$ cat src/rtl/btn_pkg.sv
// btn_pkg: definitions shared by the button event queue.
//   - Event codes reported in data_out[2:0].
//   - Bit positions of the fields in the data_out read word.
//   - Button indices used in the internal pending vector.
//   - Helpers that pick the winning pending button and build its clear mask.
package btn_pkg;

    typedef logic [2:0] evt_code_t;

    localparam evt_code_t EVT_NONE  = 3'd0;
    localparam evt_code_t EVT_UP    = 3'd1;
    localparam evt_code_t EVT_RIGHT = 3'd2;
    localparam evt_code_t EVT_DOWN  = 3'd3;
    localparam evt_code_t EVT_LEFT  = 3'd4;

    // data_out field positions
    localparam int CODE_LSB  = 0;
    localparam int CODE_MSB  = 2;
    localparam int VALID_BIT = 3;
    localparam int COUNT_LSB = 4;
    localparam int COUNT_MSB = 7;
    localparam int OVF_BIT   = 8;

    // Pending-vector bit order. The index order is also the priority order.
    localparam int NUM_BTN = 4;
    localparam int BTN_U   = 0;
    localparam int BTN_R   = 1;
    localparam int BTN_D   = 2;
    localparam int BTN_L   = 3;

    // Return the highest-priority pending button: U > R > D > L.
    function automatic evt_code_t pick_code(input logic [NUM_BTN-1:0] pend);
        evt_code_t code;
        code = EVT_NONE;
        if (pend[BTN_U]) begin
            code = EVT_UP;
        end else if (pend[BTN_R]) begin
            code = EVT_RIGHT;
        end else if (pend[BTN_D]) begin
            code = EVT_DOWN;
        end else if (pend[BTN_L]) begin
            code = EVT_LEFT;
        end
        return code;
    endfunction

    // Return the one-hot pending bit that belongs to an event code.
    function automatic logic [NUM_BTN-1:0] code_mask(input evt_code_t code);
        logic [NUM_BTN-1:0] m;
        m = '0;
        case (code)
            EVT_UP:    m[BTN_U] = 1'b1;
            EVT_RIGHT: m[BTN_R] = 1'b1;
            EVT_DOWN:  m[BTN_D] = 1'b1;
            EVT_LEFT:  m[BTN_L] = 1'b1;
            default:   m = '0;
        endcase
        return m;
    endfunction

endpackage

$ cat src/rtl/btn_debounce.sv
// btn_debounce: synchronizer and debouncer for one push-button.
// Ports:
//   clk     in   system clock
//   reset   in   synchronous, active-high reset
//   btn_i   in   raw asynchronous button
//   level_o out  debounced level (registered)
//   rise_o  out  high during the cycle whose edge moves the level from 0 to 1
//
// The raw input passes through two flops. The level flips on the edge where the
// synchronized input has differed from it for DEBOUNCE_CYCLES consecutive cycles.
// Any cycle in which the two agree clears the run counter.
module btn_debounce #(
    parameter int DEBOUNCE_CYCLES = 290000
) (
    input  logic clk,
    input  logic reset,
    input  logic btn_i,
    output logic level_o,
    output logic rise_o
);

    localparam int CW = $clog2(DEBOUNCE_CYCLES + 1);
    localparam logic [CW-1:0] CNT_LAST = CW'(DEBOUNCE_CYCLES - 1);

    logic          sync1_q, sync2_q;
    logic          level_q, level_d;
    logic [CW-1:0] cnt_q, cnt_d;

    always_comb begin
        level_d = level_q;
        cnt_d   = '0;
        if (sync2_q != level_q) begin
            // cnt_q holds the number of earlier differing cycles. The current
            // cycle completes the run when cnt_q reaches DEBOUNCE_CYCLES-1.
            if (cnt_q == CNT_LAST) begin
                level_d = sync2_q;
            end else begin
                cnt_d = cnt_q + 1'b1;
            end
        end
    end

    // Combinational from registers only, so the pending bit can be set on the same edge.
    assign rise_o  = level_d & ~level_q;
    assign level_o = level_q;

    always_ff @(posedge clk) begin
        if (reset) begin
            sync1_q <= 1'b0;
            sync2_q <= 1'b0;
            level_q <= 1'b0;
            cnt_q   <= '0;
        end else begin
            sync1_q <= btn_i;
            sync2_q <= sync1_q;
            level_q <= level_d;
            cnt_q   <= cnt_d;
        end
    end

endmodule

$ cat src/rtl/button_event_queue.sv
// button_event_queue: four debounced buttons feeding a register-based FIFO of
// press events. The FIFO is read through one memory-mapped word.
// Ports:
//   clk                     in   system clock (clk_29 domain)
//   reset                   in   synchronous, active-high reset
//   BTNU, BTNR, BTND, BTNL  in   raw asynchronous push-buttons
//   pop                     in   single-cycle read strobe for mapped address 0
//   data_out[31:0]          out  {23'b0, overflow, count[3:0], not_empty, head_code[2:0]}
//   overflow                out  sticky flag, set when an event is dropped
//
// Handshake: pop is a one-cycle strobe. When the FIFO holds at least one entry,
// the head advances on the edge that samples pop. When the FIFO is empty, pop
// does not move the head. Any pop clears overflow unless an event is dropped in
// the same cycle.
module button_event_queue
    import btn_pkg::*;
#(
    parameter int DEBOUNCE_CYCLES = 290000,
    parameter int DEPTH           = 8
) (
    input  logic        clk,
    input  logic        reset,
    input  logic        BTNU,
    input  logic        BTNR,
    input  logic        BTND,
    input  logic        BTNL,
    input  logic        pop,
    output logic [31:0] data_out,
    output logic        overflow
);

    localparam int PW = $clog2(DEPTH);
    localparam logic [3:0] DEPTH_CNT = 4'(DEPTH);

    logic [NUM_BTN-1:0] btn_raw;
    logic [NUM_BTN-1:0] btn_rise;
    logic [NUM_BTN-1:0] btn_level;

    assign btn_raw = {BTNL, BTND, BTNR, BTNU};

    for (genvar i = 0; i < NUM_BTN; i++) begin : g_db
        btn_debounce #(
            .DEBOUNCE_CYCLES(DEBOUNCE_CYCLES)
        ) u_db (
            .clk     (clk),
            .reset   (reset),
            .btn_i   (btn_raw[i]),
            .level_o (btn_level[i]),
            .rise_o  (btn_rise[i])
        );
    end

    evt_code_t          fifo_q [DEPTH];
    logic [NUM_BTN-1:0] pending_q, pending_d;
    logic [PW-1:0]      wptr_q, wptr_d;
    logic [PW-1:0]      rptr_q, rptr_d;
    logic [3:0]         count_q, count_d;
    logic               overflow_q, overflow_d;

    evt_code_t          sel_code;
    logic               push, push_ok, pop_ok, drop, full, empty;

    always_comb begin
        sel_code = pick_code(pending_q);
        push     = (sel_code != EVT_NONE);
        full     = (count_q == DEPTH_CNT);
        empty    = (count_q == 4'd0);
        pop_ok   = pop & ~empty;
        // A pop in the same cycle frees a slot, so a push into a full FIFO succeeds.
        push_ok  = push & (~full | pop_ok);
        drop     = push & full & ~pop_ok;

        // The selected bit is cleared whether its event is stored or dropped.
        // A rise can only occur while the stored level is still low.
        pending_d = (pending_q & ~code_mask(sel_code)) | (btn_rise & ~btn_level);

        wptr_d = push_ok ? wptr_q + 1'b1 : wptr_q;
        rptr_d = pop_ok  ? rptr_q + 1'b1 : rptr_q;

        count_d = count_q;
        case ({push_ok, pop_ok})
            2'b10:   count_d = count_q + 4'd1;
            2'b01:   count_d = count_q - 4'd1;
            default: count_d = count_q;
        endcase

        overflow_d = overflow_q;
        if (drop) begin
            overflow_d = 1'b1;
        end else if (pop) begin
            overflow_d = 1'b0;
        end
    end

    always_ff @(posedge clk) begin
        if (reset) begin
            pending_q  <= '0;
            wptr_q     <= '0;
            rptr_q     <= '0;
            count_q    <= '0;
            overflow_q <= 1'b0;
        end else begin
            pending_q  <= pending_d;
            wptr_q     <= wptr_d;
            rptr_q     <= rptr_d;
            count_q    <= count_d;
            overflow_q <= overflow_d;
        end
    end

    // Storage is not reset. Entries are visible only through count_q, which is reset.
    always_ff @(posedge clk) begin
        if (!reset && push_ok) begin
            fifo_q[wptr_q] <= sel_code;
        end
    end

    always_comb begin
        data_out                      = '0;
        data_out[CODE_MSB:CODE_LSB]   = empty ? EVT_NONE : fifo_q[rptr_q];
        data_out[VALID_BIT]           = ~empty;
        data_out[COUNT_MSB:COUNT_LSB] = count_q;
        data_out[OVF_BIT]             = overflow_q;
    end

    assign overflow = overflow_q;

endmodule

$ cat config.mk
export PLATFORM = sky130hd
export DESIGN_NAME = button_event_queue
export DESIGN_NICKNAME = d
export VERILOG_FILES = /design/src/rtl/btn_pkg.sv /design/src/rtl/btn_debounce.sv /design/src/rtl/button_event_queue.sv
export SDC_FILE = /design/constraint.sdc
export NUM_CORES = 1
export LEC_CHECK = 0
export BUFFER_PORTS_ARGS = -buffer_cell sky130_fd_sc_hd__buf_2
export CAP_MARGIN = 0
export CORE_MARGIN = 8
export CORE_UTILIZATION = 48
export CTS_CLUSTER_SIZE = 28
export DETAILED_ROUTE_END_ITERATION = 16
export HOLD_SLACK_MARGIN = 0.02
export PLACE_DENSITY = 0.66
export SYNTH_ARGS = -nofsm -noshare
export SYNTH_HDL_FRONTEND = slang
export SYNTH_SLANG_ARGS = --single-unit
export TNS_END_PERCENT = 100
$ cat constraint.sdc
create_clock -name clk -period 3.3 [get_ports clk]
set_clock_uncertainty 0.1 [all_clocks]
set_input_delay 0.33 -clock clk [delete_from_list [all_inputs] [get_ports clk]]
set_output_delay 0.33 -clock clk [all_outputs]
set_load 0.05 [all_outputs]
; Word-level counts from Yosys, hierarchy flattened
; Memory sizes are Yosys's and may differ from the RTL's. A register that Yosys moved wholly into a read port is not among the register bits.
; Index checks and enable logic that the tools add are counted.
[totals]
regBits = 103
memories = 1
mem_bits_rw = 24
word_cells = 104
input_bits = 7
[classes]
n_mux = 24
n_eq_ne = 15
reduce_logical = 10
addsub = 8
bitwise_logic = 25
[memory_table]
columns = name, words, word_bits, read_ports, rd_clocked_by_memory_dff, wr, line_no
row1 = fifo_q, 8, 3, 1, 1, 1, button_event_queue.sv:53  ; evt_code_t fifo_q [DEPTH];
[op_table]
columns = cell, n
row1 = "19-bit by 1-bit adder with 19-bit output, second input constant", 4
row2 = "19-bit equality test, second input constant", 4
row3 = 3-bit 2-to-1 mux, 7
row4 = 1-bit 2-to-1 mux, 16
row5 = 3-bit OR reduction, 4
row6 = 1-bit inverter, 11
row7 = 1-bit AND, 8
row8 = 4-bit AND, 2
row9 = 4-bit inverter, 2
row10 = 4-bit one-hot mux with 2 select lines, 1
row11 = "3-bit by 1-bit adder with 3-bit output, second input constant", 2
row12 = "3-bit by 2-bit equality test with 1-bit output, second input constant", 2
row13 = "4-bit by 1-bit adder with 4-bit output, second input constant", 1
row14 = "4-bit equality test, second input constant", 1
row15 = 4-bit logical NOT, 1
row16 = 1-bit != test, 4
row17 = 4-bit OR, 1
row18 = 2-bit nonzero test, 2
row19 = "4-bit by 1-bit subtractor with 4-bit output, second input constant", 1
row20 = "3-bit by 1-bit equality test with 1-bit output, second input constant", 1
row21 = "3-bit equality test, second input constant", 1
row22 = 3-bit nonzero test, 1
row23 = "2-bit by 1-bit equality test with 1-bit output, second input constant", 1
row24 = "2-bit equality test, second input constant", 1
row25 = 3 further kinds, 3

; Longest topological paths before layout
[logic_depth]
word_depth = 9
mapped_depth = 8
ltp_nobuf = 7

; Modules after synthesis
; A second synthesis with hierarchy kept.
[unflattened]
cells_unflattened = 628
area_unflattened_um2 = 6105.9
[modules_own_cells]
columns = module, area_each_um2, instances, cells_per_inst
row1 = btn_debounce, 1022.2, 4, 116
row2 = button_event_queue, 2016.9, 1, 164

; Worst setup path before layout
; No wires, ideal clock.
[synth_timing]
path_type = register -> register
from = reg count_q[1]
to = reg count_q[2]
t_arrival_ps = 2318
period_less_slack_ps = 2538
path_stages_with_launch = 9
path_slack_ps = 762
n_path_buf = 1
t_required_ps = 3079
setup_time_ps = 121
path_cell_list = dfxtp_1 -> buf_2 -> o41ai_1 -> nor2_1 -> xor2_1 -> ha_1 -> nor4_1 -> a31oi_1 -> mux2_2
[synth_via]
elab_chain_cells = 7
[synth_rtl]
columns = item, line_no
row1 = start: declaration, button_event_queue.sv:57  ; logic [3:0] count_q, count_d;
row2 = start signal: assignment, button_event_queue.sv:106  ; count_q <= count_d;
row3 = 4-bit logical NOT, button_event_queue.sv:67  ; empty = (count_q == 4'd0);
row4 = 1-bit inverter, button_event_queue.sv:68  ; pop_ok = pop & ~empty;
row5 = 1-bit AND, button_event_queue.sv:68
row6 = 1-bit OR, button_event_queue.sv:70  ; push_ok = push & (~full | pop_ok);
row7 = 1-bit AND, button_event_queue.sv:70
row8 = 2-bit by 1-bit equality test with 1-bit output / 2-bit equality test (equally long branches), button_event_queue.sv:81  ; case ({push_ok, pop_ok})
row9 = 4-bit one-hot mux with 2 select lines / 2-bit nonzero test (equally long branches), --
; Parallel ways exist; a longest one is shown, timed or not.
; A chain may end at the register's enable or synchronous reset.

; Final worst setup path
[layout_timing]
from = reg count_q[0]
to = reg count_q[2]
; The elaborated chain is that of the path after synthesis.

==> flow_summary.yaml <==
final_layout:
  syn_to_final_growth_pct: 11.9
  fill_cells: 1035
  ff_latch_area_um2: 2840
  final_common_cell: "dfxtp_1"
  multi_input_area_um2: 2680
  drive_gt1_share_pct: 10.3
  final_cell_mix: "106 x dfxtp_1, 79 x nor2_1, 34 x a21oi_1"
  final_nets: 630
  diodes: 0
place:
  dp_slack_ns: 0.842
  dp_hpwl_um: 7430
  portBuffers: 16
  gp_congestion: 0.819
routing:
  routedWlPerCell_um: 13.9
  viasPerCell: 5.39
  first_pass_iters: 4
  vias: 4184
  drtIter0Drc: 425
  drc: 0
  final_antenna_net_count: 0
  routed_wl_um: 10800
grt:
  globalRouteOverflowTotal: 0
  antenna_found_initial: 0
  grt_pass1_vias: 3953
  track_usage_pct: 14.3
  grt_pass1_wl_um: 18400
  grt_max_degree: 40
timing:
  rsz0062_at_grt: "no"
  slew_viol_final: 0
  fmax_ghz: 0.399
  tns_ns: 0
  fin_crit_ns: 2.51
  fin_crit_sh_pct: 75.9
  final.setup.worst_slack_ns: 0.794
  timing.hold.ws_ns: 0.0550
  slew_headroom_pct: 40.1
  setup_violations: 0
  hold_viol_final: 0
  worst_pin_slew_ns: 0.886
floorplanning:
  dieArea_um2: 15800
  core_area_um2: 11900
  die_w_um: 126
  floorplan.initialDensity_pct: 48.6
  io-pin-count: 40
  num_rows: 40
  fp.dieH_um: 126
min_path:
  hp-class: "input pin to flop"
  worstHoldStart: "BTNL"
pwr:
  p_leak_nw: 2.14
  peakVddDrop_mv: 0.321
  power.density_nw_per_um2: 588
  p_total_mw: 3.80
logic_synthesis:
  ys_seq_area_share_pct: 49.3
  synthCells: 598
  yosysTopAreaCell: "dfxtp_1"
  synth_area_um2: 5770
  synth_async_sr_flop_share_pct: 0
  synth.distinct_cells: 54
  synthFlopType: "dfxtp_1"
  synth_top_area_share_pct: 36.8
  synth_edf_count: 24
  synth_area_leaders: "dfxtp_1 37%, edfxtp_1 12%, nor2_1 5.1%"
  ys_warn_count: 0
  avgSynthCellArea_um2: 9.65
  ys_ff_latch: 130
run_status:
  status: "finished clean"
setup_path:
  arrival_ns: 2.71
  crit_path_end_kind: "flop"
  crit_path_start_kind: "flop"
  reg2reg_from: "count_q[0]$_SDFFE_PP0P_"
  worstPathMaxFanout: 9
  path_class: "flop to flop"
  crit_start: "count_q[0]$_SDFFE_PP0P_"
  crit_required_ns: 3.51
cts:
  cts.root.buffer_cell: "clkbuf_16"
  clk_pin_slew_ns: 0.06
  clock-sinks: 130
  clkLatencyLatePin_ns: 0.42
  cts_resized: 0
  post-cts-setup-buffers: 0
  ctsHoldBuffers: 0
  htreeDepth: 4
  cts_buffers: 17
  clockBufferDepth: 2
  cts_tree: "done"
run:
  drv_cap: 0
## through the flow
| stage | cells | util [%] | instance area, um2 |
|---|---|---|---|
| final | 776 | 54.4 | 6460 |
| after global routing | 776 | 54.4 | 6460 |
| after detailed placement | 744 | 49.5 | 5870 |
| after CTS | 776 | 54.4 | 6460 |
| after floorplan | 620 | - | 5850 |
| after global placement | 744 | 49.5 | 5870 |
## report_power, final
part / leakage, nW / switching, mW / total [mW] / internal [mW]
logic: 0.762 / 0.214 / 0.289 / 0.0754
clock network: 0.287 / 0.652 / 1.85 / 1.19
registers: 1.09 / 0.0292 / 1.66 / 1.63
## layout make-up
| class | count | area share, % |
|---|---|---|
| Inverter | 18 | 1.05 |
| Clock buffer | 20 | 6.92 |
| Clock inverter | 12 | 2.15 |
| Sequential cell | 130 | 44.0 |
| Timing Repair Buffer | 18 | 1.47 |
| Multi-Input combinational cell | 431 | 41.5 |
| Tap cell | 147 | 2.85 |
## cells by family (layout without fill, tap and decap cells)
group,after synthesis,count (layout),share of synthesized area (%)
AOI/OAI and AO/OA,78,78,8.02
xor gates and xnor gates,53,53,8.04
adders and majority gates,7,7,1.52
buffers and inverters,59,68,5.68
DFF,130,130,49.3
muxes,12,12,3.43
other,1,23,0.0650
and+or+nand+nor,258,258,24.0
## path summary, 6_finish.rpt
check	to	slack (ns)	depth (start not counted)
setup / recovery	count_q[2]$_SDFFE_PP0P_	0.79	7
setup reg to reg	count_q[2]$_SDFFE_PP0P_	0.79	7
hold reg to reg	g_db[0].u_db.sync2_q$_SDFF_PP0_	0.35	1
hold / removal	g_db[3].u_db.sync1_q$_SDFF_PP0_	0.05	2
## critical path, cell delays in order, from the launching register on
cell and delay (ns):
dfxtp_1 0.38, o41ai_1 0.75, nor2_1 0.14, xor2_1 0.18, ha_1 0.21, nor4_1 0.27, a31oi_1 0.08, mux2_2 0.28
## state kept, by name (all words and copies together) (netlist names), named ones only
signal / count
fifo_q: 24
g_db.u_db.cnt_q: 76
overflow: 1
count_q: 4
rptr_q: 3
wptr_q: 3
pending_q: 4
g_db.u_db.sync2_q: 4
g_db.u_db.level_o: 4
g_db.u_db.sync1_q: 4
## per-layer routing
layer | global-route usage [%] | share of wire, %
met5 | 0 | 0
met4 | 5.80 | 1.5
met3 | 5.65 | 4.7
met2 | 22.9 | 47
met1 | 16.7 | 46
## synth_stat cells (2+ instances only)
master    count
dfxtp_1     106
nor2_1       79
a21oi_1      34
xor2_1       29
nand4_1      28
buf_4        25
nand2_1      25
or3_1        25
edfxtp_1     24
xnor2_1      24
nand3_1      22
o21ai_0      21
inv_1        18
nor2b_1      11
nor3_1       11
nor4_1       11
and4_1       10
or4_1        10
clkbuf_1      9
ha_1          7
o31ai_1       7
mux4_2        6
nand2b_1      5
buf_2         4
mux2i_1       4
nor4b_1       4
and3_1        3
a31oi_1       2
and2_0        2
and2_1        2
buf_1         2
mux2_2        2
nand3b_1      2
nand4b_1      2
o21ai_2       2
or2_2         2
Note: power is estimated with default switching activity, not from simulation.
